### src/rtl/gpu_pkg.sv
// Shared types and width constants for the GPU drawing units.
package gpu_pkg;

  localparam int WIDTH_BITS   = 10;
  localparam int HEIGHT_BITS  = 9;
  localparam int CHANNEL_BITS = 8;

  typedef enum logic [1:0] {
    ST_IDLE  = 2'd0,
    ST_SETUP = 2'd1,
    ST_FILL  = 2'd2,
    ST_DONE  = 2'd3
  } fill_state_t;

  typedef struct packed {
    logic [CHANNEL_BITS-1:0] r;
    logic [CHANNEL_BITS-1:0] g;
    logic [CHANNEL_BITS-1:0] b;
  } color_t;

endpackage

### src/rtl/gpu_raster_counter.sv
// Loadable x/y raster counter: x runs xmin..xmax, then y steps; bounds latched on load.
module gpu_raster_counter
  import gpu_pkg::*;
#(
  parameter int XW = WIDTH_BITS,
  parameter int YW = HEIGHT_BITS
) (
  input  logic          clk,
  input  logic          srst_i,
  input  logic          load_i,
  input  logic          advance_i,
  input  logic [XW-1:0] xmin_i,
  input  logic [XW-1:0] xmax_i,
  input  logic [YW-1:0] ymin_i,
  input  logic [YW-1:0] ymax_i,
  output logic [XW-1:0] x_o,
  output logic [YW-1:0] y_o,
  output logic          last_o
);

  logic [XW-1:0] x_q, x_d, xmin_q, xmin_d, xmax_q, xmax_d;
  logic [YW-1:0] y_q, y_d, ymax_q, ymax_d;

  always_comb begin
    x_d    = x_q;
    y_d    = y_q;
    xmin_d = xmin_q;
    xmax_d = xmax_q;
    ymax_d = ymax_q;
    if (load_i) begin
      x_d    = xmin_i;
      y_d    = ymin_i;
      xmin_d = xmin_i;
      xmax_d = xmax_i;
      ymax_d = ymax_i;
    end else if (advance_i) begin
      if (x_q < xmax_q) begin
        x_d = x_q + 1'b1;
      end else begin
        x_d = xmin_q;
        y_d = y_q + 1'b1;
      end
    end
  end

  always_ff @(posedge clk) begin
    if (srst_i) begin
      x_q    <= '0;
      y_q    <= '0;
      xmin_q <= '0;
      xmax_q <= '0;
      ymax_q <= '0;
    end else begin
      x_q    <= x_d;
      y_q    <= y_d;
      xmin_q <= xmin_d;
      xmax_q <= xmax_d;
      ymax_q <= ymax_d;
    end
  end

  assign x_o    = x_q;
  assign y_o    = y_q;
  assign last_o = (x_q == xmax_q) && (y_q == ymax_q);

endmodule

### src/rtl/gpu_fill_rect.sv
// Rectangle fill engine: raster-walks an inclusive rectangle, one pixel write per handshake.
// Optional screen clipping is enabled by defining GPU_FILL_CLIP_EN.
module gpu_fill_rect
  import gpu_pkg::*;
#(
  parameter int SCREEN_W = 640,
  parameter int SCREEN_H = 480
) (
  input  logic                      clk,
  input  logic                      n_rst,
  input  logic [WIDTH_BITS-1:0]     x1_i,
  input  logic [WIDTH_BITS-1:0]     x2_i,
  input  logic [HEIGHT_BITS-1:0]    y1_i,
  input  logic [HEIGHT_BITS-1:0]    y2_i,
  input  logic [CHANNEL_BITS-1:0]   r_i,
  input  logic [CHANNEL_BITS-1:0]   g_i,
  input  logic [CHANNEL_BITS-1:0]   b_i,
  input  logic                      run_i,
  input  logic                      wr_ready_i,
  output logic                      wr_en_o,
  output logic [WIDTH_BITS-1:0]     wr_x_o,
  output logic [HEIGHT_BITS-1:0]    wr_y_o,
  output logic [3*CHANNEL_BITS-1:0] wr_color_o,
  output logic                      busy_o,
  output logic                      finished_o
);

`ifdef GPU_FILL_CLIP_EN
  localparam bit CLIP_EN = 1'b1;
`else
  localparam bit CLIP_EN = 1'b0;
`endif
  localparam logic [WIDTH_BITS-1:0]  X_LIM = WIDTH_BITS'(SCREEN_W - 1);
  localparam logic [HEIGHT_BITS-1:0] Y_LIM = HEIGHT_BITS'(SCREEN_H - 1);

  fill_state_t state_q, state_d;
  logic [WIDTH_BITS-1:0]  xa_q, xb_q;
  logic [HEIGHT_BITS-1:0] ya_q, yb_q;
  color_t                 color_q;

  logic [WIDTH_BITS-1:0]  xmin, xmax, xmin_c, xmax_c;
  logic [HEIGHT_BITS-1:0] ymin, ymax, ymin_c, ymax_c;
  logic empty, load, advance, last;

  assign xmin = (xa_q < xb_q) ? xa_q : xb_q;
  assign xmax = (xa_q < xb_q) ? xb_q : xa_q;
  assign ymin = (ya_q < yb_q) ? ya_q : yb_q;
  assign ymax = (ya_q < yb_q) ? yb_q : ya_q;

  // A rectangle starting past the screen edge has nothing visible to draw.
  assign empty  = CLIP_EN && ((xmin > X_LIM) || (ymin > Y_LIM));
  assign xmin_c = (CLIP_EN && xmin > X_LIM) ? X_LIM : xmin;
  assign xmax_c = (CLIP_EN && xmax > X_LIM) ? X_LIM : xmax;
  assign ymin_c = (CLIP_EN && ymin > Y_LIM) ? Y_LIM : ymin;
  assign ymax_c = (CLIP_EN && ymax > Y_LIM) ? Y_LIM : ymax;

  always_comb begin
    state_d = state_q;
    load    = 1'b0;
    advance = 1'b0;
    case (state_q)
      ST_IDLE:  if (run_i) state_d = ST_SETUP;
      ST_SETUP: begin
        load    = 1'b1;
        state_d = empty ? ST_DONE : ST_FILL;
      end
      ST_FILL: begin
        if (wr_ready_i) begin
          if (last) state_d = ST_DONE;
          else      advance = 1'b1;
        end
      end
      ST_DONE:  state_d = ST_IDLE;
      default:  state_d = ST_IDLE;
    endcase
  end

  always_ff @(posedge clk) begin
    if (n_rst) begin
      state_q <= ST_IDLE;
      xa_q    <= '0;
      xb_q    <= '0;
      ya_q    <= '0;
      yb_q    <= '0;
      color_q <= '0;
    end else begin
      state_q <= state_d;
      if (state_q == ST_IDLE && run_i) begin
        xa_q    <= x1_i;
        xb_q    <= x2_i;
        ya_q    <= y1_i;
        yb_q    <= y2_i;
        color_q <= '{r: r_i, g: g_i, b: b_i};
      end
    end
  end

  gpu_raster_counter #(
    .XW(WIDTH_BITS),
    .YW(HEIGHT_BITS)
  ) u_raster (
    .clk       (clk),
    .srst_i    (n_rst),
    .load_i    (load),
    .advance_i (advance),
    .xmin_i    (xmin_c),
    .xmax_i    (xmax_c),
    .ymin_i    (ymin_c),
    .ymax_i    (ymax_c),
    .x_o       (wr_x_o),
    .y_o       (wr_y_o),
    .last_o    (last)
  );

  assign wr_en_o    = (state_q == ST_FILL);
  assign finished_o = (state_q == ST_DONE);
  assign busy_o     = (state_q != ST_IDLE);
  assign wr_color_o = color_q;

endmodule

### config.mk
export PLATFORM = sky130hd
export DESIGN_NAME = gpu_fill_rect
export DESIGN_NICKNAME = d
export VERILOG_FILES = /design/src/rtl/gpu_pkg.sv /design/src/rtl/gpu_raster_counter.sv /design/src/rtl/gpu_fill_rect.sv
export SDC_FILE = /design/constraint.sdc
export NUM_CORES = 1
export LEC_CHECK = 0
export CELL_PAD_IN_SITES_DETAIL_PLACEMENT = 0
export CELL_PAD_IN_SITES_GLOBAL_PLACEMENT = 1
export CORE_MARGIN = 4
export CORE_UTILIZATION = 38
export DETAILED_ROUTE_END_ITERATION = 10
export PLACE_DENSITY = 0.89
export SLEW_MARGIN = 25
export SYNTH_ARGS = -nofsm -noshare
export SYNTH_HDL_FRONTEND = slang
export SYNTH_SLANG_ARGS = --single-unit
### constraint.sdc
create_clock -name clk -period 2.5 [get_ports clk]
set_input_delay 0.625 -clock clk [delete_from_list [all_inputs] [get_ports clk]]
set_output_delay 0.625 -clock clk [all_outputs]
set_load 0.02 [all_outputs]
Word-level counts from Yosys, hierarchy flattened
Index checks and enable logic that the tools add are counted.

Register bits: 112. Bits in latches: 0. Bits in writable memories: 0. Memory bits (read-only): 0. Input bits: 66. Memories kept: 0.

Add/subtract/negate cells: 2. $mul: 0. Div/mod/pow operators: 0. $lt $le $gt $ge: 3. Eq/ne operators: 9. Shift-type cells: 0. Multiplexer cells: 18. Bitwise operators: 0. Reduce and logical (&&, ||, !) cells: 7.

Operators with widths (count): 2-to-1 mux 10 bit (5); 2-to-1 mux 9 bit (5); < comparator 10 bit (2); adder 10 x 1 -> 10 bit, second input constant (1); equality test 10 bit (1); adder 9 x 1 -> 9 bit, second input constant (1); equality test 9 bit (1); < comparator 9 bit (1); one-hot mux 2 bit (4 select lines) (1); 2-to-1 mux 2 bit (3); != test 2 bit, second input constant (3); equality test 2 bit, second input constant (2); 2-to-1 mux 1 bit (4); nonzero test 2 bit (2); AND reduction 3 bit (1); equality test 2 x 1 -> 1 bit, second input constant (1); logical AND 1 bit (2); zero test 2 bit (1); != test 2 x 1 -> 1 bit, second input constant (1); AND reduction 2 bit (1).

Depth between registers and ports, before layout
Gate-level depths: netlist (run 1).

Depth after elaboration: 7. Gate-level depth with buffers: 9. Depth with buffers taken out: 8.

Hierarchy
A second synthesis (run 1) with hierarchy kept.

Cells, all modules: 685. Area total of the unflattened synthesis: 5699.2 um2.

Modules (own cells, without submodules): gpu_fill_rect (instances 1, cells an instance 398, area each 3156.8 um2, seq. area each 1281.2 um2); gpu_raster_counter (instances 1, cells an instance 287, area each 2542.4 um2, seq. area each 960.9 um2).

Worst setup path before layout (run 1)
OpenSTA, ideal clock, no wires.

Kind: register to register. From: reg u_raster.x_q[4], in the netlist u_raster.x_o[4]. To: reg u_raster.x_q[0], in the netlist u_raster.x_o[0]. Library setup time: 0.141 ns. Arrival: 2.051 ns. Required time: 2.359 ns. Slack: 0.307 ns. Stages on the path, launching flop included: 9. Path buffers: 1. Cells stage by stage: dfxtp_1 > ha_1 > a21oi_1 > a21boi_0 > o31ai_1 > buf_2 > nand2_1 > a2111oi_0 > a311oi_1.

Cells in the longest elaborated chain, start to end: 6. Elaborated cells on any way between the ends: 10. Classes of those cells: order compare: 1; eq/ne: 1; mux: 6; reduce/logical: 2.

Ends and longest elaborated chain: start, declared (line gpu_raster_counter.sv:21) `logic [XW-1:0] x_q, x_d, xmin_q, xmin_d, xmax_q, xmax_d;`; start signal, assigned (line gpu_raster_counter.sv:48) `x_q <= '0;`; start signal, assigned (line gpu_raster_counter.sv:54) `x_q <= x_d;`; branches (longest 6 deep; another with < comparator 10 bit).

Parallel ways; which one is timed is not known. The select of a mux whose other input is x is not followed. A chain may end at the register's enable or synchronous reset.

Worst setup path in the final report (run 1)
From: reg state_q[0]. To: out wr_en_o.

Cells in the longest elaborated chain, start to end: 1.

Ends and longest elaborated chain: start, declared (line gpu_fill_rect.sv:36) `fill_state_t state_q, state_d;`; start signal, assigned (line gpu_fill_rect.sv:87) `state_q <= state_d;`; equality test 2 bit (line gpu_fill_rect.sv:115) `assign wr_en_o = (state_q == ST_FILL);`; end, declared (line gpu_fill_rect.sv:20) `output logic wr_en_o,`.

No other way between the ends.

==> results.tsv, run 1 <==
metric	value	unit
Yosys warning count	0	
post-DR vias/cell	5.221	
initial antenna violation count	0	
minimum clock period	2393	ps
core area	0.01459	mm2
Simple-Gate Fraction of Synth Area	18.55	%
layout cell share with drive strength beyond 1	7.302	%
Worst Setup End Kind	output pin	
CTS Buffer Depth	2	
max frequency	417.8	MHz
asr flop ratio synth	0	%
Layout fillers	1390	
max cap viols	0	
Main synth FF type	dfxtp_1	
FF-to-FF path depth	8	
VDD IR max	0.4905	mV
total wire length	14850	um
FF+latch count, synth	112	
CTS tree	done	
IO Pins	112	
Post-synth EDFFs	0	
Placer Congestion	0.9128	
Leakage	2.788	nW
post-synth top area share	39.33	%
Synth Area in Compound Gates	22.10	%
CTS root buf	clkbuf_16	
Synth Area in Adders	7.463	%
startpoint types	flop	
die area	0.01703	mm2
largest net degree at the start of global routing	61	
Die W	130.5	um
Slew Limit Headroom	56.66	%
worst hold slack	453.0	ps
Synth Area per Inst	8.144	um2
largest family of logic cells by synthesized area	compound AO/OA/AOI/OAI gates	
first-pass GRT wire length	24290	um
top cells by area, synth	dfxtp_1, nand2_1, a21oi_1, ha_1, mux2i_1	
GRT Residual Overflow	0	
clk_lat worst skew	350	ps
post-detailed-route DRC marker count	0	
Num Clock Sinks	112	
clk slew on worst S/H paths	70	ps
DP HPWL	10920	um
Die Y	130.5	um
post-layout util	51.01	%
synthesized instance count	700	
starting density of the core	39.07	%
CTS buffer count	9	
Req. time, crit path	1880	ps
post-synth cell types	59	
Setup Skew	10.83	ps
Power Total	8.928	mW
Routed Antenna Nets	0	
Setup CP Type	reg -> out	
Hold Crit Depth	2	
P per Cell Area	1200	mW/mm2
sequential-to-total area share from yosys stat	39.33	%
transition time of the tightest slew-check pin	650.1	ps
Synth Area in XOR/XNOR	1.997	%
RSZ-0062 raised after global routing	no	
Diodes inserted	0	
Mapped Nets	800	
Final Max Tran Viols	0	
Final setup viols	0	
top-count cell post-synth	nand2_1	
top cells by count, synth	nand2_1, dfxtp_1, a21oi_1, nor2_1, inv_1	
worst-path fanout max	4	
vias in the first global route	4770	
run status	finished, final reports clean	
Initial DRT Pass Iterations	5	
Cell Rows	44	
area grow syn2layout	30.55	%
largest area contributor in the netlist	dfxtp_1	
setup TNS	0	ps
CP Data Arrival Time	1770	ps
Overall Global Routing Usage	17.79	%
initial DRC count	433	
# Post-CTS Setup Buffers	0	
post-synthesis mux area share	4.960	%
hold_buf cts	0	
CTS H-Tree Depth	3	
WL per Instance	14.97	um
worst hold-check path type	reg -> reg	
vias	5179	
mapped cell area	0.005700	mm2
port bufs	111	
Final Cycle Share	95.73	%
Fin. Hold Viols	0	
Layout Nets	903	
timing repair:
item                                   in CTS  in global routing
setup endpoints to repair                   0                  3
endpoints found under the hold margin       0                  0
resized for setup                           0                  3
through the flow:
step	cell area [um2]	setup slack, ps	cells
after detailed placement	7082	191.2	976
after floorplan	5700	307.2	700
final	7442	106.8	992
after global placement	7082	218.5	976
after CTS	7428	46.38	992
after global routing	7442	9.407	992
cell type report:
class	count	area, um2	area share (%)
inverters	38	142.6	1.917
flip-flops and latches	112	2242	30.13
repair buffers	136	1328	17.84
multi-input cells	506	3153	42.37
clock buffers	11	242.7	3.262
well taps	184	230.2	3.093
clock inverters	5	103.9	1.395
critical path, stage by stage (launching register included):
cell	delay [ps]
dfxtp_1	330
inv_1	120
ha_1	310
clkdlybuf4s50_1	660
path summary, 6_finish.rpt:
path              slack [ps]                          from                      endpoint
setup / recovery         110       state_q[0]$_SDFFE_PP0P_                       wr_en_o
hold / removal           450   wr_color_o[13]$_SDFFE_PP0P_   wr_color_o[13]$_SDFFE_PP0P_
setup reg to reg         190  u_raster.x_o[3]$_SDFFE_PP0P_  u_raster.x_o[9]$_SDFFE_PP0P_
hold reg to reg          450   wr_color_o[13]$_SDFFE_PP0P_   wr_color_o[13]$_SDFFE_PP0P_
layout by cell type, fill, tap and decap left out, types with 7 or more instances in the layout:
cell,n
clkdlybuf4s50_1,109
dfxtp_1,112
a21boi_0,7
nor3_1,9
nand2_1,138
a21oi_1,88
inv_1,37
nor2_1,47
ha_1,33
buf_4,23
xor2_1,10
clkbuf_16,9
a211oi_1,30
o21ai_0,10
mux2i_1,26
nand3_1,15
sequential cells by signal, summed over array words and instances (netlist names):
register / flops
state_q: 2
u_raster.x_o: 10
u_raster.xmax_q: 10
u_raster.xmin_q: 10
u_raster.y_o: 9
u_raster.ymax_q: 9
wr_color_o: 24
xa_q: 10
xb_q: 10
ya_q: 9
yb_q: 9
metal layers:
| metal | global-route usage (%) | routed length (um) | vias to the layer above |
|---|---|---|---|
| met5 | 0 | 0 | - |
| met4 | 6.050 | 221 | 0 |
| met3 | 5.407 | 1220 | 15 |
| met2 | 25.28 | 6200 | 153 |
| met1 | 25.60 | 7208 | 2338 |
| li1 | - | - | 2673 |
report_power, final:
part           switching (mW)  total (mW)  internal [mW]
Clock                   0.663        1.67           1.01
Sequential              0.446        2.74           2.29
Combinational            2.58        4.52           1.94
Total                    3.69        8.93           5.24
kinds of logic after synthesis:
kind of cell / Yosys count
and+or+nand+nor: 242
AOI/OAI and AO/OA: 189
DFF: 112
buffers and inverters: 82
adders and majority gates: 34
muxes: 28
xor gates and xnor gates: 13
No activity file was read; power rests on OpenSTA's default activity.
==> run 2, diff against run 1 <==
--- a/config.mk
+++ b/config.mk
@@ -7,9 +7,11 @@
 export LEC_CHECK = 0
 export CELL_PAD_IN_SITES_DETAIL_PLACEMENT = 0
 export CELL_PAD_IN_SITES_GLOBAL_PLACEMENT = 1
+export CORE_ASPECT_RATIO = 1.25
 export CORE_MARGIN = 4
 export CORE_UTILIZATION = 38
 export DETAILED_ROUTE_END_ITERATION = 10
+export HOLD_SLACK_MARGIN = 0.06
 export PLACE_DENSITY = 0.89
 export SLEW_MARGIN = 25
 export SYNTH_ARGS = -nofsm -noshare
==> run 2 against run 1 <==
Effect of this change: cell area is 0.25% lower; largest power group unchanged; non-clock buffer count is 5 higher; setup slack better by 18 ps; clock power is 14% lower; final cell count is 0.20% lower; global-route usage is 0.72 points lower; routed wire length is 1.6% lower; register-to-register slack hardly changed.
==> results.tsv, run 2 (same netlist as run 1, synthesis figures left out) <==
metric	value	unit	change
clk_lat worst skew	340	ps	about the same
vias	5175		-0.077%
CTS root buf	clkbuf_16		
CTS tree	done		
largest net degree at the start of global routing	63		+3.3%
first-pass GRT wire length	24350	um	+0.23%
CTS Buffer Depth	2		unchanged
vias in the first global route	4948		+3.7%
initial DRC count	177		-59%
Placed Instances	975		-0.10%
WL per Instance	14.76	um	-1.4%
placed inst area	0.007124	mm2	+0.60%
Leakage	2.783	nW	-0.20%
worst hold slack	455.6	ps	+2.619 ps
starting density of the core	39.23	%	+0.16 points
GRT Residual Overflow	0		unchanged
initial antenna violation count	0		unchanged
transition time of the tightest slew-check pin	647.5	ps	-2.626 ps
port bufs	111		unchanged
total wire length	14610	um	-1.6%
Routed Antenna Nets	0		unchanged
Setup CP Type	reg -> out		
CP max-delay cell	clkdlybuf4s50_1		
commonest cells after routing, fill and taps aside	nand2_1, dfxtp_1, clkdlybuf4s50_1, a21oi_1, nor2_1		
die area	0.01704	mm2	about the same
area grow syn2layout	30.22	%	
worst hold-check path type	reg -> reg		
Die W	117.6	um	-9.9%
Final Max Tran Viols	0		unchanged
CTS buffer count	9		unchanged
RSZ-0062 raised after global routing	yes		
Fin. Hold Viols	0		unchanged
Largest stage delay, worst path	650	ps	about the same
Worst Setup End Kind	output pin		
Final Cycle Share	95.01	%	-0.72 points
commonest non-fill, non-tap cell in the layout	nand2_1		
Reg power frac	30.8	%	about the same
max cap viols	0		unchanged
CP Data Arrival Time	1750	ps	-20 ps
IO Pins	112		unchanged
Final setup viols	0		unchanged
core area	0.01453	mm2	-0.40%
Die Y	144.9	um	+11%
DP HPWL	10890	um	-0.25%
post-layout util	51.09	%	+0.077 points
Num Clock Sinks	112		unchanged
Layout Nets	908		+0.55%
setup TNS	0	ps	unchanged
combinational power share	53.0	%	+2.4 points
startpoint types	flop		
max reg flops	24		unchanged
max frequency	421.0	MHz	+0.76%
post-detailed-route DRC marker count	0		unchanged
VDD IR max	0.4647	mV	-5.3%
Slew Limit Headroom	56.84	%	+0.18 points
Req. time, crit path	1880	ps	about the same
# Post-CTS Setup Buffers	0		unchanged
CTS H-Tree Depth	3		unchanged
minimum clock period	2375	ps	-17.98 ps
fin area	0.007423	mm2	-0.25%
crit-path cells	inv_1 -> ha_1 -> clkdlybuf4s50_1		
Sw Share	42.02	%	+0.75 points
P per Cell Area	1185	mW/mm2	-1.2%
Setup Skew	8.298	ps	-2.531 ps
layout cell share with drive strength beyond 1	7.759	%	+0.46 points
Layout fillers	1430		+2.9%
worst-path fanout max	4		unchanged
clk slew on worst S/H paths	70	ps	about the same
Internal	5.102	mW	-2.7%
Sw Pwr	3.698	mW	+0.35%
post-DR vias/cell	5.227		+0.12%
Cell Rows	49		+11%
Overall Global Routing Usage	17.08	%	-0.72 points
Finished Layout Cells	990		-0.20%
clock share of power	16.3	%	-2.4 points
Initial DRT Pass Iterations	4		-1
run status	finished, final reports clean		
Placer Congestion	0.8800		-3.6%
Diodes inserted	0		unchanged
## run 2: per-stage QoR
| step | power (mW) | worst slack [ps] |
|---|---|---|
| after floorplan | 5.755 | 307.2 |
| after global placement | 7.365 | 221.9 |
| after detailed placement | 7.419 | 139.6 |
| after CTS | 8.866 | 60.09 |
| after global routing | 9.497 | -2.871 |
| final | 8.800 | 124.8 |
## run 2: timing repair
item	4_1_cts	5_1_grt
endpoints found under the setup margin	0	2
hold buffers	0	0
gates resized for setup	0	1
## run 2: final timing paths
path	from	end	slack, ps	cells after the start
worst min-delay path	wr_color_o[10]$_SDFFE_PP0P_	wr_color_o[10]$_SDFFE_PP0P_	460	2
worst max-delay path	state_q[0]$_SDFFE_PP0P_	wr_en_o	120	3
worst max register to register	u_raster.x_o[2]$_SDFFE_PP0P_	u_raster.x_o[0]$_SDFFE_PP0P_	190	8
worst min register to register	wr_color_o[10]$_SDFFE_PP0P_	wr_color_o[10]$_SDFFE_PP0P_	460	2
## run 2: metal layers
layer  up-vias  GRT usage [%]  share of wire, %
li1       2675              -                 -
met2       124          27.49                46
met3        18          5.177               6.2
met4         0          5.806               1.7
met1      2358          21.89                46
met5         -              0                 0
## run 2: cell type report
type                            instances  area, um2  share of cell area (%)
Sequential cell                       112       2242                   30.20
Timing Repair Buffer                  141       1374                   18.51
Clock buffer                            9      225.2                   3.034
Tap cell                              178      222.7                   3.000
Clock inverter                          6      71.32                  0.9607
Inverter                               38      142.6                   1.921
Multi-Input combinational cell        506       3146                   42.37
## run 2: critical path, delay by kind of cell, from the launching register on
family	cells	cell delay [ps]
adder cells (fa/ha/maj)	1	290
buffers and inverters	2	780
flip-flops	1	330
## run 2: power groups by stage
stage	Clock, mW	Combinational [mW]	Sequential (mW)
2_1_floorplan	0	2.86	2.90
3_3_place_gp	0	4.64	2.73
3_5_place_dp	0	4.67	2.75
4_1_cts	1.47	4.69	2.71
5_1_grt	1.55	5.16	2.79
6_report	1.43	4.66	2.71
==> run 3, diff against run 2 <==
--- a/config.mk
+++ b/config.mk
@@ -9,10 +9,12 @@
 export CELL_PAD_IN_SITES_GLOBAL_PLACEMENT = 1
 export CORE_ASPECT_RATIO = 1.25
 export CORE_MARGIN = 4
-export CORE_UTILIZATION = 38
+export CORE_UTILIZATION = 35
 export DETAILED_ROUTE_END_ITERATION = 10
+export GPL_TIMING_DRIVEN = 1
 export HOLD_SLACK_MARGIN = 0.06
-export PLACE_DENSITY = 0.89
+export PLACE_DENSITY = 0.86
+export REMOVE_ABC_BUFFERS = 1
 export SLEW_MARGIN = 25
 export SYNTH_ARGS = -nofsm -noshare
 export SYNTH_HDL_FRONTEND = slang
==> constraint.sdc (replaced) <==
create_clock -name clk -period 2.15 [get_ports clk]
set_input_delay 0.5375 -clock clk [delete_from_list [all_inputs] [get_ports clk]]
set_output_delay 0.5375 -clock clk [all_outputs]
set_load 0.02 [all_outputs]
==> run 3 against run 2 <==
Effect of this change: critical path depth up 7; largest cell class unchanged; the run now ends with setup timing left; non-clock buffer count up 57; sequential power up 14%; hold slack worse by 2.5 ps; total power up 34%; global-route usage up 0.54 points; highest routed layer unchanged.
==> results.tsv, run 3 (same netlist as run 1, synthesis figures left out) <==
metric	value	unit	change
Finished Layout Cells	1082		+9.3%
vias	5478		+5.9%
run status	finished, violations left		
max frequency	460.7	MHz	
Slew Limit Headroom	55.99	%	-0.85 points
clock share of power	14.3	%	-2.0 points
VDD IR max	0.7283	mV	+57%
commonest cells after routing, fill and taps aside	nand2_1, clkdlybuf4s50_1, dfxtp_1, a21oi_1, buf_4		
violated checks	setup timing		
Placer Congestion	0.8365		-4.9%
Worst Setup End Kind	flop		
RSZ-0062 raised after global routing	yes		
clk slew on worst S/H paths	70	ps	about the same
Reg power frac	26.0	%	-4.8 points
Req. time, crit path	2410	ps	+530 ps
Die W	122.1	um	+3.9%
met2 WL	8236	um	+23%
RR Startpoint	u_raster.xmax_q[4]$_SDFFE_PP0P_		
crit path from	u_raster.xmax_q[4]$_SDFFE_PP0P_		
IO Pins	112		unchanged
CTS H-Tree Depth	3		unchanged
FF-to-FF End	u_raster.y_o[6]$_SDFFE_PP0P_		
combinational power share	59.7	%	+6.7 points
Sw Pwr	4.916	mW	+33%
Final Cycle Share	101.0	%	
Final Max Tran Viols	0		unchanged
area grow syn2layout	45.76	%	
Placed Instances	1053		+8.0%
vias in the first global route	5222		+5.5%
layout cell share with drive strength beyond 1	20.80	%	+13 points
commonest non-fill, non-tap cell in the layout	nand2_1		
minimum clock period	2171	ps	
CTS tree	done		
crit path to	u_raster.y_o[6]$_SDFFE_PP0P_		
Overall Global Routing Usage	17.62	%	+0.54 points
max cap viols	0		unchanged
worst hold-check path type	reg -> reg		
GRT Residual Overflow	0		unchanged
Sw Share	41.59	%	-0.43 points
worst hold slack	453.1	ps	-2.501 ps
core area	0.01576	mm2	+8.5%
Final setup viols	1		+1
Setup CP Type	reg -> reg		
top routing layer used	met4		
routed length on met3	532	um	-41%
setup ws final	-20.52	ps	-145.3 ps
clk_lat worst skew	360	ps	+20 ps
Layout Nets	965		+6.3%
initial DRC count	315		+78%
total wire length	16400	um	+12%
Diodes inserted	0		unchanged
startpoint types	flop		
port bufs	111		unchanged
Reg2Reg Setup Slack	-20	ps	-210 ps
first-pass GRT wire length	25960	um	+6.6%
met1 wire length	7240	um	+7.3%
worst-path fanout max	6		+2
post-detailed-route DRC marker count	0		unchanged
Internal	6.903	mW	+35%
post-DR vias/cell	5.063		-3.1%
transition time of the tightest slew-check pin	654.7	ps	+7.284 ps
Setup Skew	9.214	ps	+0.9161 ps
CTS buffer count	9		unchanged
Fin. Hold Viols	0		unchanged
initial antenna violation count	0		unchanged
Cell Rows	51		+4.1%
largest net degree at the start of global routing	104		+65%
starting density of the core	36.17	%	-3.1 points
WL per Instance	15.16	um	+2.7%
max reg flops	24		unchanged
Routed Antenna Nets	0		unchanged
Num Clock Sinks	112		unchanged
die area	0.01841	mm2	+8.0%
Initial DRT Pass Iterations	4		unchanged
CTS Buffer Depth	2		unchanged
FF-to-FF path depth	10		+2
Leakage	3.152	nW	+13%
P per Cell Area	1422	mW/mm2	+20%
CTS root buf	clkbuf_16		
Die Y	150.7	um	+4.0%
CP Data Arrival Time	2430	ps	+680 ps
DP HPWL	11130	um	+2.2%
==> run 3: cell count changes in the layout (fill, tap and decap cells not counted), sizes merged <==
cell / delta
inv: +1
clkinv: +1
clkdlybuf4s50: -1
dlygate4sd2: +2
clkbuf: +2
dlymetal6s2s: -1
clkinvlp: -2
buf: +56
==> run 3: area by class of cell <==
type | instances | area, um2
inverters | 38 | 142.6
fillers | 1528 | 7452
well taps | 212 | 265.3
clock buffers | 10 | 229.0
repair buffers | 198 | 1883
flip-flops and latches | 112 | 2263
clock inverters | 6 | 58.81
multi-input cells | 506 | 3467
==> run 3: timing repair <==
| item | CTS | global route |
|---|---|---|
| pin swaps | 16 | 29 |
| gates resized for setup | 38 | 40 |
| gates cloned | 0 | 1 |
| hold buffers | 0 | 0 |
| endpoints found under the setup margin | 21 | 44 |
| buffers inserted | 6 | 6 |
==> run 3: worst min-delay path by stage <==
stage	endpoint	start	depth (start not counted)
6_report	wr_color_o[5]$_SDFFE_PP0P_	wr_color_o[5]$_SDFFE_PP0P_	2
5_1_grt	wr_color_o[19]$_SDFFE_PP0P_	wr_color_o[19]$_SDFFE_PP0P_	2
4_1_cts	wr_color_o[23]$_SDFFE_PP0P_	wr_color_o[23]$_SDFFE_PP0P_	2
3_5_place_dp	wr_color_o[23]$_SDFFE_PP0P_	wr_color_o[23]$_SDFFE_PP0P_	2
3_3_place_gp	wr_color_o[22]$_SDFFE_PP0P_	wr_color_o[22]$_SDFFE_PP0P_	2
2_1_floorplan	yb_q[4]$_SDFFE_PP0P_	yb_q[4]$_SDFFE_PP0P_	2
==> run 3: power by group through the flow <==
| stage | combinational [mW] | sequential [mW] | clock, mW |
|---|---|---|---|
| 5_1_grt | 7.71 | 3.16 | 1.80 |
| 3_3_place_gp | 6.02 | 3.05 | 0 |
| 4_1_cts | 6.44 | 3.05 | 1.73 |
| 3_5_place_dp | 6.07 | 3.06 | 0 |
| 6_report | 7.06 | 3.08 | 1.69 |
| 2_1_floorplan | 3.15 | 3.37 | 0 |
==> run 3: critical path, stage by stage (launching register included) <==
cell	delay [ps]
dfxtp_2	340
inv_2	50
ha_4	260
nand4_1	130
a21oi_2	170
o31a_1	270
buf_6	140
o21ai_4	70
buf_6	150
o31a_1	230
o31a_1	270
==> run 3: per-stage QoR <==
step | setup TNS, ps | utilization, % | area (um2) | worst slack (ps) | power [mW]
5_1_grt | -2181 | 52.72 | 8309 | -138.3 | 12.67
6_report | -20.52 | 52.72 | 8309 | -20.52 | 11.82
4_1_cts | -5.514 | 50.90 | 8023 | -3.845 | 11.22
2_1_floorplan | -18300 | - | 5524 | -1012 | 6.526
3_3_place_gp | -671.7 | 47.88 | 7547 | -131.0 | 9.070
3_5_place_dp | -862.5 | 47.88 | 7547 | -93.07 | 9.131
==> run 3: layer usage <==
| layer | vias up | global-route usage, % |
|---|---|---|
| li1 | 2788 | - |
| met1 | 2561 | 22.19 |
| met2 | 98 | 30.09 |
| met5 | - | 0 |
| met4 | 0 | 6.218 |
| met3 | 31 | 3.269 |
==> RTL change 1, RTL diff (settings of run 1) <==
Add a define of `GPU_FILL_CLIP_EN`.
--- a/src/rtl/gpu_fill_rect.sv
+++ b/src/rtl/gpu_fill_rect.sv
@@ -1,5 +1,7 @@
 // Rectangle fill engine: raster-walks an inclusive rectangle, one pixel write per handshake.
 // Optional screen clipping is enabled by defining GPU_FILL_CLIP_EN.
+`define GPU_FILL_CLIP_EN
+
 module gpu_fill_rect
   import gpu_pkg::*;
 #(
Formal check against the unedited RTL: not equivalent (a bounded check fails within 4 cycles, from zero or initial values and one cycle with n_rst high).
==> RTL change 1 against run 1 <==
Critical path type is now flop to flop; highest routed layer unchanged; sequential cell count stayed put; routed wire length increased by 5.1%; critical endpoint is now u_raster.xmin_q[1]$_SDFFE_PP0P_; worst setup slack gained 0.030 ns; critical path depth grew 5; first-iteration DRC count fell by 32%; synthesized cell count is 5.7% higher; largest cell class unchanged; sequential share of layout area is 1.5 points lower; design area is 5.3% higher; power is 13% higher; synthesized area is 4.0% higher; fmax increased by 1.3%; global-route usage is 0.14 points higher; register-to-register slack lost 0.05 ns.
==> RTL change 1: results (changes against run 1) <==
| Metric | Value |
|---|---|
| Sequential-to-total area share from yosys stat | 0.3782 (was 0.3933) |
| Syn Area/Cell | 8.011 um^2 (was 8.144 um^2) |
| Post-placement cell count | 1,058 (was 976) |
| Max incr delay on CP | 0.40 ns (was 0.66 ns) |
| Clock skew | 0.006994 ns (was 0.01083 ns) |
| Syn nets | 840 (was 800) |
| Synth area leaders | dfxtp_1 38%, nand2_1 9.5%, a21oi_1 7.3% (was dfxtp_1 39%, nand2_1 9.2%, a21oi_1 7.7%) |
| Max VDD drop | 0.6562 mV (was 0.4905 mV) |
| Reg2reg end | u_raster.xmin_q[1]$_SDFFE_PP0P_ (was u_raster.x_o[9]$_SDFFE_PP0P_) |
| Crit path arrival time | 2.61 ns (was 1.77 ns) |
| Hpwl dp | 11,740 um (was 10,920 um) |
| Layout cells sized above 1 | 0.1008 (was 0.07302) |
| First-pass GRT wire length | 25,930 um (was 24,290 um) |
| Wire per inst | 14.54 um (was 14.97 um) |
| Element type at the critical path end | flop (was output pin) |
| Fin nets | 958 (was 903) |
| Static Leak | 3.073 nW (was 2.788 nW) |
| Synth unique cells | 57 (was 59) |
| Slew HR | 0.6713 (was 0.5666) |
| Routed WL | 15,610 um (was 14,850 um) |
| Slowest cell on the critical path | a211oi_1 (was clkdlybuf4s50_1) |
| Vias per Instance | 5.023 (was 5.221) |
| Most common library cells after synthesis | 150 x nand2_1, 112 x dfxtp_1, 87 x a21oi_1, 59 x nor2_1, 39 x inv_1 (was 139 x nand2_1, 112 x dfxtp_1, 88 x a21oi_1, 47 x nor2_1, 37 x inv_1) |
| Worst hold path startpoint | wr_color_o[14]$_SDFFE_PP0P_ (was wr_color_o[13]$_SDFFE_PP0P_) |
| Final GP Congestion | 0.8815 (was 0.9128) |
| Critical-path maximum fanout | 14 (was 4) |
| CP Launch Point | xb_q[9]$_SDFFE_PP0P_ (was state_q[0]$_SDFFE_PP0P_) |
| Largest net degree at the start of global routing | 72 (was 61) |
| Fill count | 1,488 (was 1,390) |
| Status | finished, final reports clean (unchanged) |
| Vias in the first global route | 5,197 (was 4,770) |
## RTL change 1: critical path, delay by kind of cell, from the launching register on
kind                     cells  cell delay (ns)
buffers and inverters        1             0.09
AND/OR/NAND/NOR              2             0.37
adder cells (fa/ha/maj)      1             0.35
AO/OA/AOI/OAI                4             1.07
flip-flops                   1             0.39
## RTL change 1: per-layer routing
layer | part of all wire | track usage
met1 | 0.50 | 0.2450
met2 | 0.41 | 0.2610
met3 | 0.073 | 0.05817
met4 | 0.022 | 0.07159
met5 | 0 | 0
## RTL change 1: worst min path at each step
stage,end,cells after the start
after floorplan,xb_q[7]$_SDFFE_PP0P_,2
after global placement,wr_color_o[19]$_SDFFE_PP0P_,2
after detailed placement,wr_color_o[7]$_SDFFE_PP0P_,2
after CTS,wr_color_o[7]$_SDFFE_PP0P_,2
after global routing,wr_color_o[19]$_SDFFE_PP0P_,2
final,wr_color_o[14]$_SDFFE_PP0P_,2
## RTL change 1: stage by stage
step	hold slack [ns]	setup WS (ns)	utilization	total power [mW]	cell area, um^2
3_5_place_dp	0.4467	0.03107	0.4913	8.511	7496
5_1_grt	0.4692	-0.05048	0.5136	10.89	7836
4_1_cts	0.4560	0.1330	0.5123	10.09	7818
2_1_floorplan	0.4363	0.1923	-	6.565	5928
6_report	0.4530	0.1368	0.5136	10.06	7836
3_3_place_gp	0.4404	0.08924	0.4913	8.455	7496
## RTL change 1: final cells by class
class                   count  area, um^2  share of cell area
well taps                 211       264.0             0.03369
repair buffers            153        1485              0.1895
clock inverters             5       80.08             0.01022
inverters                  39       146.4             0.01868
multi-input cells         543        3376              0.4308
clock buffers              11       242.7             0.03098
flip-flops and latches    112        2242              0.2861
## RTL change 1: repair_timing
action | in CTS | in global routing
endpoints found under the setup margin | 1 | 4
gates cloned | 0 | 0
buffers inserted | 0 | 0
pin swaps | 0 | 3
resized for setup | 1 | 4
## RTL change 1: power breakdown
| part | internal, mW | leakage (nW) | total [mW] | switching, mW |
|---|---|---|---|---|
| sequential | 2.30 | 0.919 | 2.70 | 0.400 |
| combinational | 2.63 | 2.00 | 5.81 | 3.18 |
| clock | 0.905 | 0.152 | 1.55 | 0.647 |
| total | 5.84 | 3.07 | 10.1 | 4.22 |
## RTL change 1: cells by family after synthesis
logic type,count (synthesis),share of synthesized area
buffers and inverters,85,0.05973
AOI/OAI and AO/OA,185,0.2121
and+or+nand+nor,279,0.2047
DFF,112,0.3782
muxes,26,0.04538
xor gates and xnor gates,19,0.02807
adders and majority gates,34,0.07176
==> RTL change 2, RTL diff (settings of run 1) <==
Without the edit above. Encoding of `fill_state_t`: now one-hot (4 bits for 4 states).
--- a/src/rtl/gpu_pkg.sv
+++ b/src/rtl/gpu_pkg.sv
@@ -5,11 +5,11 @@
   localparam int HEIGHT_BITS  = 9;
   localparam int CHANNEL_BITS = 8;
 
-  typedef enum logic [1:0] {
-    ST_IDLE  = 2'd0,
-    ST_SETUP = 2'd1,
-    ST_FILL  = 2'd2,
-    ST_DONE  = 2'd3
+  typedef enum logic [3:0] {
+    ST_IDLE  = 4'b0001,
+    ST_SETUP = 4'b0010,
+    ST_FILL  = 4'b0100,
+    ST_DONE  = 4'b1000
   } fill_state_t;
 
   typedef struct packed {
Behaviour: same outputs for any inputs over 4 cycles, from zero or initial values and one cycle with n_rst high; so few cycles prove little.
==> RTL change 2 against run 1 <==
Worst setup slack lost 0.023 ns; synthesized area shrank 2.8%; sequential cell count grew 2; critical path depth grew 7; routed wire length up 1.7%; design area increased by 4.5%; largest cell class unchanged.
Power is not compared: it rests on default switching activity, and its combinational part moved more than twofold at a synthesized area within 25%.
==> RTL change 2: results (changes against run 1) <==
| Metric | Value |
|---|---|
| Status | finished, final reports clean (unchanged) |
| Largest net degree at the start of global routing | 71 (was 61) |
| Slew HR | 0.5643 (was 0.5666) |
| Number of clock-tree buffers in the layout | 22 (was 11) |
| CP top delay family | compound AO/OA/AOI/OAI gates (was buffers and inverters) |
| Max incr delay on CP | 0.37 ns (was 0.66 ns) |
| Area of the multi-input gates | 3072 um^2 (was 3153 um^2) |
| Hpwl dp | 10,490 um (was 10,920 um) |
| # H-tree levels | 4 (was 3) |
| Post-placement cell count | 947 (was 976) |
| Critical-path maximum fanout | 10 (was 4) |
| Syn nets | 762 (was 800) |
| Routed WL | 15,100 um (was 14,850 um) |
| Worst-path clk slew | 0.05 ns (was 0.07 ns) |
| Die X | 128.8 um (was 130.5 um) |
| Register area | 2290 um^2 (was 2242 um^2) |
| Total Power | 5.772 mW |
| Most common library cells after synthesis | 147 x nand2_1, 114 x dfxtp_1, 80 x a21oi_1, 38 x inv_1, 35 x mux2i_1 (was 139 x nand2_1, 112 x dfxtp_1, 88 x a21oi_1, 47 x nor2_1, 37 x inv_1) |
| Clk_lat worst skew | 0.41 ns (was 0.35 ns) |
| Synth Area in Compound Gates | 0.1795 (was 0.2210) |
| Clock skew | 0.009172 ns (was 0.01083 ns) |
| CTS buffer count | 17 (was 9) |
| Fin nets | 884 (was 903) |
| Bufs w/o clock | 143 (was 136) |
| Fill count | 1,260 (was 1,390) |
| GRT Total Usage | 0.1814 (was 0.1779) |
| Mux cell area share after synthesis | 0.08354 (was 0.04960) |
| Synth area leaders | dfxtp_1 41%, nand2_1 10%, a21oi_1 7.2% (was dfxtp_1 39%, nand2_1 9.2%, a21oi_1 7.7%) |
| Met1 usage | 0.2372 (was 0.2560) |
| Wire per inst | 15.39 um (was 14.97 um) |
| Finished Core Util | 0.5517 (was 0.5101) |
| Crit path arrival time | 2.69 ns (was 1.77 ns) |
| Multi-input comb cells | 475 (was 506) |
| XOR/XNOR Fraction of Synth Area | 0.02845 (was 0.01997) |
| Worst Setup EP | u_raster.xmin_q[0]$_SDFFE_PP0P_ (was wr_en_o) |
| Clk tree area frac | 0.07995 (was 0.04657) |
| Cell Area, Placed | 7007 um^2 (was 7082 um^2) |
| Slowest cell on the critical path | dfxtp_4 (was clkdlybuf4s50_1) |
| First-pass iteration count of the detailed router | 4 (was 5) |
| Worst Path Class, Setup | flop to flop (was flop to output pin) |
| Sequential-to-total area share from yosys stat | 0.4118 (was 0.3933) |
| Adder-cell share of the synthesized area | 0.06548 (was 0.07463) |
[RTL change 2: worst min-delay path by stage]
| stage | startpoint | endpoint | cells after the start |
|---|---|---|---|
| detailed placement | wr_color_o[14]$_SDFFE_PP0P_ | wr_color_o[14]$_SDFFE_PP0P_ | 2 |
| CTS | wr_color_o[14]$_SDFFE_PP0P_ | wr_color_o[14]$_SDFFE_PP0P_ | 2 |
| finish | wr_color_o[14]$_SDFFE_PP0P_ | wr_color_o[14]$_SDFFE_PP0P_ | 2 |
| global route | u_raster.xmin_q[8]$_SDFFE_PP0P_ | u_raster.xmin_q[8]$_SDFFE_PP0P_ | 2 |
| floorplan | u_raster.xmin_q[8]$_SDFFE_PP0P_ | u_raster.xmin_q[8]$_SDFFE_PP0P_ | 2 |
| global placement | wr_color_o[0]$_SDFFE_PP0P_ | wr_color_o[0]$_SDFFE_PP0P_ | 2 |
